[config.mk]
export PLATFORM = sky130hd
export DESIGN_NAME = mem_stage_inst2
export DESIGN_NICKNAME = d
export VERILOG_FILES = /design/src/rtl/dual_issue_pkg.sv /design/src/rtl/mem_wb_inst2_reg.sv /design/src/rtl/mem_stage_inst2.sv
export SDC_FILE = /design/constraint.sdc
export NUM_CORES = 1
export LEC_CHECK = 0
export ABC_AREA = 1
export CAP_MARGIN = 20
export CORE_MARGIN = 2
export CORE_UTILIZATION = 36
export CTS_CLUSTER_DIAMETER = 40
export DETAILED_ROUTE_END_ITERATION = 8
export MAX_ROUTING_LAYER = met4
export PLACE_DENSITY = 0.86
export SYNTH_ARGS = -nofsm -noshare
export SYNTH_HDL_FRONTEND = slang
export SYNTH_HIERARCHICAL = 1
export SYNTH_SLANG_ARGS = --single-unit
[constraint.sdc]
create_clock -name clk -period 2.4 [get_ports clk]
set_input_delay 0.72 -clock clk [delete_from_list [all_inputs] [get_ports clk]]
set_output_delay 0.72 -clock clk [all_outputs]
set_load 0.03 [all_outputs]
[src/rtl/dual_issue_pkg.sv]
// rtl/dual_issue_pkg.sv - shared encodings and default widths for the dual-issue core
package dual_issue_pkg;

    localparam int DATA_W_DEF  = 32;
    localparam int PC_W_DEF    = 8;
    localparam int MADDR_W_DEF = 8;
    localparam int TIMEOUT_DEF = 15;
    localparam int REG_W       = 5;

    typedef enum logic [1:0] {
        MTR_ALU     = 2'b00,
        MTR_MEM     = 2'b01,
        MTR_PC2     = 2'b10,
        MTR_ALU_ALT = 2'b11
    } mtr_e;

    typedef enum logic {
        ST_IDLE = 1'b0,
        ST_WAIT = 1'b1
    } mem_state_e;

endpackage

[src/rtl/mem_wb_inst2_reg.sv]
// rtl/mem_wb_inst2_reg.sv - lane-2 MEM/WB pipeline register with load-enable and bubble insert
module mem_wb_inst2_reg
    import dual_issue_pkg::*;
#(
    parameter int DATA_W = DATA_W_DEF,
    parameter int PC_W   = PC_W_DEF
) (
    input  logic              clk,
    input  logic              reset,
    input  logic              load_en_i,
    input  logic              bubble_i,
    input  logic [DATA_W-1:0] result_i,
    input  logic [REG_W-1:0]  dest_reg_i,
    input  logic              reg_write_en_i,
    input  logic [PC_W-1:0]   pc_i,
    input  logic              mem_err_i,
    output logic [DATA_W-1:0] result_o,
    output logic [REG_W-1:0]  dest_reg_o,
    output logic              reg_write_en_o,
    output logic [PC_W-1:0]   pc_o,
    output logic              mem_err_o
);

    logic [DATA_W-1:0] result_q;
    logic [REG_W-1:0]  dest_reg_q;
    logic              reg_write_en_q;
    logic [PC_W-1:0]   pc_q;
    logic              mem_err_q;

    // A bubble is fully zeroed so a stalled slot can never be mistaken for a write.
    always_ff @(posedge clk or negedge reset) begin
        if (!reset) begin
            result_q       <= '0;
            dest_reg_q     <= '0;
            reg_write_en_q <= 1'b0;
            pc_q           <= '0;
            mem_err_q      <= 1'b0;
        end else if (bubble_i) begin
            result_q       <= '0;
            dest_reg_q     <= '0;
            reg_write_en_q <= 1'b0;
            pc_q           <= '0;
            mem_err_q      <= 1'b0;
        end else if (load_en_i) begin
            result_q       <= result_i;
            dest_reg_q     <= dest_reg_i;
            reg_write_en_q <= reg_write_en_i;
            pc_q           <= pc_i;
            mem_err_q      <= mem_err_i;
        end
    end

    assign result_o       = result_q;
    assign dest_reg_o     = dest_reg_q;
    assign reg_write_en_o = reg_write_en_q;
    assign pc_o           = pc_q;
    assign mem_err_o      = mem_err_q;

endmodule

[src/rtl/mem_stage_inst2.sv]
// rtl/mem_stage_inst2.sv - lane-2 MEM stage: dmem handshake FSM, stall, WB mux, MEM forwarding
module mem_stage_inst2
    import dual_issue_pkg::*;
#(
    parameter int DATA_W  = DATA_W_DEF,
    parameter int PC_W    = PC_W_DEF,
    parameter int MADDR_W = MADDR_W_DEF,
    parameter int TIMEOUT = TIMEOUT_DEF
) (
    input  logic               clk,
    input  logic               reset,
    input  logic [DATA_W-1:0]  alu_out_m,
    input  logic [DATA_W-1:0]  rd2_m,
    input  logic [4:0]         dest_reg_m,
    input  logic [PC_W-1:0]    pc_plus2_m,
    input  logic [PC_W-1:0]    pc_m,
    input  logic               mem_read_en_m,
    input  logic               mem_write_en_m,
    input  logic               reg_write_en_m,
    input  logic [1:0]         mem_to_reg_m,
    output logic               dmem_req,
    output logic               dmem_we,
    output logic [MADDR_W-1:0] dmem_addr,
    output logic [DATA_W-1:0]  dmem_wdata,
    input  logic [DATA_W-1:0]  dmem_rdata,
    input  logic               dmem_ack,
    output logic               stall_m,
    output logic               fwd_valid_m,
    output logic [DATA_W-1:0]  fwd_data_m,
    output logic [DATA_W-1:0]  result_w,
    output logic [4:0]         dest_reg_w,
    output logic               reg_write_en_w,
    output logic [PC_W-1:0]    pc_w,
    output logic               mem_err_w
);

    localparam int CNT_W = $clog2(TIMEOUT + 1);

    mem_state_e        state_q, state_d;
    logic [CNT_W-1:0]  cnt_q, cnt_d;
    logic              access;
    logic              req_c, stall_c, abort_c, err_c;
    logic [DATA_W-1:0] pc2_ext, sel_val, fwd_val, wb_result_c;
    logic              wb_rwe_c;

    assign access  = mem_read_en_m | mem_write_en_m;
    assign pc2_ext = {{(DATA_W-PC_W){1'b0}}, pc_plus2_m};

    always_ff @(posedge clk or negedge reset) begin
        if (!reset) begin
            state_q <= ST_IDLE;
            cnt_q   <= '0;
        end else begin
            state_q <= state_d;
            cnt_q   <= cnt_d;
        end
    end

    // The counter holds the number of cycles already spent waiting; an ack on the
    // TIMEOUT-th wait cycle still wins over the abort.
    always_comb begin
        state_d = state_q;
        cnt_d   = cnt_q;
        req_c   = 1'b0;
        stall_c = 1'b0;
        abort_c = 1'b0;
        case (state_q)
            ST_IDLE: begin
                if (access) begin
                    req_c = 1'b1;
                    if (!dmem_ack) begin
                        stall_c = 1'b1;
                        state_d = ST_WAIT;
                        cnt_d   = CNT_W'(1);
                    end
                end
            end
            ST_WAIT: begin
                req_c = 1'b1;
                if (dmem_ack) begin
                    state_d = ST_IDLE;
                    cnt_d   = '0;
                end else if (cnt_q == CNT_W'(TIMEOUT)) begin
                    abort_c = 1'b1;
                    state_d = ST_IDLE;
                    cnt_d   = '0;
                end else begin
                    stall_c = 1'b1;
                    cnt_d   = cnt_q + CNT_W'(1);
                end
            end
            default: begin
                state_d = ST_IDLE;
                cnt_d   = '0;
            end
        endcase
    end

    always_comb begin
        sel_val = alu_out_m;
        fwd_val = alu_out_m;
        case (mtr_e'(mem_to_reg_m))
            MTR_MEM: sel_val = dmem_rdata;
            MTR_PC2: begin
                sel_val = pc2_ext;
                fwd_val = pc2_ext;
            end
            default: sel_val = alu_out_m;
        endcase
        // Read+write together is illegal: the write still goes out, but nothing is written back.
        err_c       = abort_c | (mem_read_en_m & mem_write_en_m);
        wb_result_c = err_c ? '0 : sel_val;
        wb_rwe_c    = reg_write_en_m & ~err_c;
    end

    assign dmem_req    = reset & req_c;
    assign dmem_we     = reset & mem_write_en_m;
    assign dmem_addr   = reset ? alu_out_m[MADDR_W-1:0] : '0;
    assign dmem_wdata  = reset ? rd2_m : '0;
    assign stall_m     = reset & stall_c;
    assign fwd_valid_m = reset & reg_write_en_m & ~mem_read_en_m & (dest_reg_m != 5'd0);
    assign fwd_data_m  = reset ? fwd_val : '0;

    mem_wb_inst2_reg #(
        .DATA_W (DATA_W),
        .PC_W   (PC_W)
    ) u_mem_wb (
        .clk            (clk),
        .reset          (reset),
        .load_en_i      (~stall_c),
        .bubble_i       (stall_c),
        .result_i       (wb_result_c),
        .dest_reg_i     (dest_reg_m),
        .reg_write_en_i (wb_rwe_c),
        .pc_i           (pc_m),
        .mem_err_i      (err_c),
        .result_o       (result_w),
        .dest_reg_o     (dest_reg_w),
        .reg_write_en_o (reg_write_en_w),
        .pc_o           (pc_w),
        .mem_err_o      (mem_err_w)
    );

endmodule

==> summary.txt <==
Status = complete, but fails checks
Failing checks = negative setup slack
Diode count = 0
Pleak = 3.47 nW
Place WS = -0.581 ns
Top_reg_cell synth = dfrtp_1
Worst Setup Start Kind = primary input
Number of max-cap violations = 0
Mapped Cells = 522
Main combinational cell family by area after synthesis = simple AND/OR/NAND/NOR gates
Top-level port count = 248
Data required, critical path = 1.68 ns
PortBufs = 247
RSZ-0062 raised after global routing = yes
Slowest-stage cell, CP = or2_4
Die area = 10600 um^2
CP arrival = 1.74 ns
Top cell type's share of synthesized area = 0.368
PwrDens = 507 nW/um^2
Cell taking the most area after synthesis = dfrtp_1
WL per Instance = 14.9 um
CTS root buf = clkbuf_8
Synth warn = 6
Synth unique cells = 24
Initial Utilization = 0.366
Number of global-route vias before repair = 4129
DP HPWL = 10.5 mm
Final setup vio count = 32
Commonest non-fill, non-tap cells in the layout = nand2_1, clkdlybuf4s50_1, inv_1
Grt ovf = 0
CP Buf/Inv Count = 4
Worst Setup EP = fwd_data_m[0]
WP depth = 7
Vias = 4329
Clock Sinks = 52
Worst min path class = register to register
Die Ht = 103 um
Cell Rows = 36
CTS tree = done
Pin count of the biggest net entering global routing = 44
Compound-gate portion of the synthesized area = 0.0974
XOR/XNOR Fraction of Synth Area = 0
Max incr delay on CP = 0.32 ns
Most common cell after layout, fill and taps aside = nand2_1
Start point of the critical path = mem_to_reg_m[0]
Routed vias/inst = 4.79
Core outline area = 9640 um^2
CP Cell Sequence = buf_8 > inv_8 > ha_4 > or2_4 > buf_12 > o22ai_2 > buf_6
Slew Limit Fails = 0
Worst hold slack = 0.476 ns
Post-synth net total = 650
Routability cong. = 0.855
Synth-to-layout area growth = 86.5%
Synth Area in Adders = 0.0106
# hold bufs at CTS = 0
Post-route ant nets = 0
Post-synth EDFFs = 0
FF-to-FF End = u_mem_wb/result_o[13]
CTS Buf Count = 5
Final Cycle Share = 1.03
Yosys reg bits = 52
Family with the most delay on the worst path = buffers and inverters
Fin crit period = 2.46 ns
Crit Path Max Fanout = 7
First-pass GRT wire length = 19.9 mm
Fraction of registers with async set/reset = 1.00
Peak Freq = 0.406 GHz
Worst setup EP type = output pin
Syn Area/Cell = 6.77 um^2
Mux cell area share after synthesis = 0
Final core occ = 0.684
Ranking of synthesized cells by area = dfrtp_1, nand2_1, inv_1, nand3_1, a22oi_1
CTS Buffer Depth = 2
# DRC = 0
Gr usage total = 0.250
Post-Route WL = 13.5 mm
H-tree Lvls = 2
Fin nets = 900
1st-pass router iterations = 4
Register area share after synthesis = 0.368
Die Wd = 103 um
Least-Margin Pin Slew = 0.467 ns
Antenna violations before repair = 0
Layout cell share with drive strength beyond 1 = 0.213
Setup Crit Path Kind = primary input to output pin
R2R Setup Slk = 0.33 ns
Skew final = 0.00406 ns
Worst-path clk slew = 0.08 ns
Mapped Area = 3530 um^2
Skew-Pair Late Insertion Delay = 0.30 ns
Max IR drop VDD = 0.270 mV
DR iter-0 viols = 117
Slew headroom = 0.688
Setup TNS = -1.22 ns
Slack of the critical path = -0.0624 ns
Fill count = 762
Hold Vio Cnt, Final = 0
Reg2reg path depth = 11
Critical R2R Launch = cnt_q[0]
Synth Area in Simple Gates = 0.360
[tightest hold or removal path: stages, from the launching register on]
cell and delay (ns):
dfrtp_1 0.34, nand2_1 0.06, nand2_1 0.05
[sequential cells by signal (all words and copies together) (netlist names)]
register and cells:
u_mem_wb/result_o 32, u_mem_wb/dest_reg_o 5, state_q 1, u_mem_wb/mem_err_o 1
cnt_q 4, u_mem_wb/pc_o 8, u_mem_wb/reg_write_en_o 1
[layout make-up]
class | instances | area, um^2 | area share
inverters | 89 | 342 | 0.0518
well taps | 133 | 166 | 0.0253
multi-input cells | 345 | 1890 | 0.286
clock buffers | 5 | 68.8 | 0.0104
repair buffers | 279 | 2790 | 0.424
flip-flops and latches | 52 | 1300 | 0.197
clock inverters | 1 | 30.0 | 0.00456
[repair_timing]
item | CTS | global route
pin swaps | 2 | 1
cloned | 2 | 0
setup buffers | 0 | 0
endpoints found under the setup margin | 35 | 36
gates resized for setup | 59 | 4
[cells by family (layout without fill, tap and decap cells)]
logic type                 count (synthesis)  count (layout)
adders and majority gates                  3               3
AOI/OAI and AO/OA                         44              44
and+or+nand+nor                          298             298
buffers and inverters                    125             374
DFF                                       52              52
[layer usage]
metal | GRT usage | part of all wire | up-vias
met4 | 0.0870 | 0.028 | 0
met3 | 0.0522 | 0.082 | 33
met5 | - | 0 | -
met2 | 0.462 | 0.52 | 214
met1 | 0.263 | 0.37 | 1989
li1 | - | - | 2093
[synth_stat cells (3+ instances only)]
master	n
nand2_1	174
inv_1	88
nand3_1	58
dfrtp_1	52
nor2_1	36
a22oi_1	24
nor2_2	24
buf_2	14
buf_4	10
o21ai_0	9
buf_6	7
o22ai_2	6
clkbuf_1	5
ha_1	3
[where the power goes]
group,switching (mW),internal (mW),leakage (nW)
Sequential,0.0814,0.996,0.702
Clock,0.260,0.299,0.0501
Combinational,0.974,0.733,2.72
Total,1.32,2.03,3.47
[through the flow]
stage	cell area, um^2	total power, mW	std cells
after global routing	6590	3.53	904
after detailed placement	6260	2.74	896
after floorplan	3740	2.00	522
after global placement	6260	2.71	896
after CTS	6570	3.36	904
final	6590	3.34	904
[worst min path at each step]
stage                                       end             startpoint  cells past startpoint
after floorplan                        cnt_q[0]                  reset                      0
after global placement    u_mem_wb/result_o[16]  u_mem_wb/result_o[16]                      2
after detailed placement   u_mem_wb/result_o[0]   u_mem_wb/result_o[0]                      2
after CTS                 u_mem_wb/result_o[21]  u_mem_wb/result_o[21]                      2
after global routing      u_mem_wb/result_o[21]  u_mem_wb/result_o[21]                      2
final                      u_mem_wb/result_o[6]   u_mem_wb/result_o[6]                      2
Power figures use the tool's default switching activity.
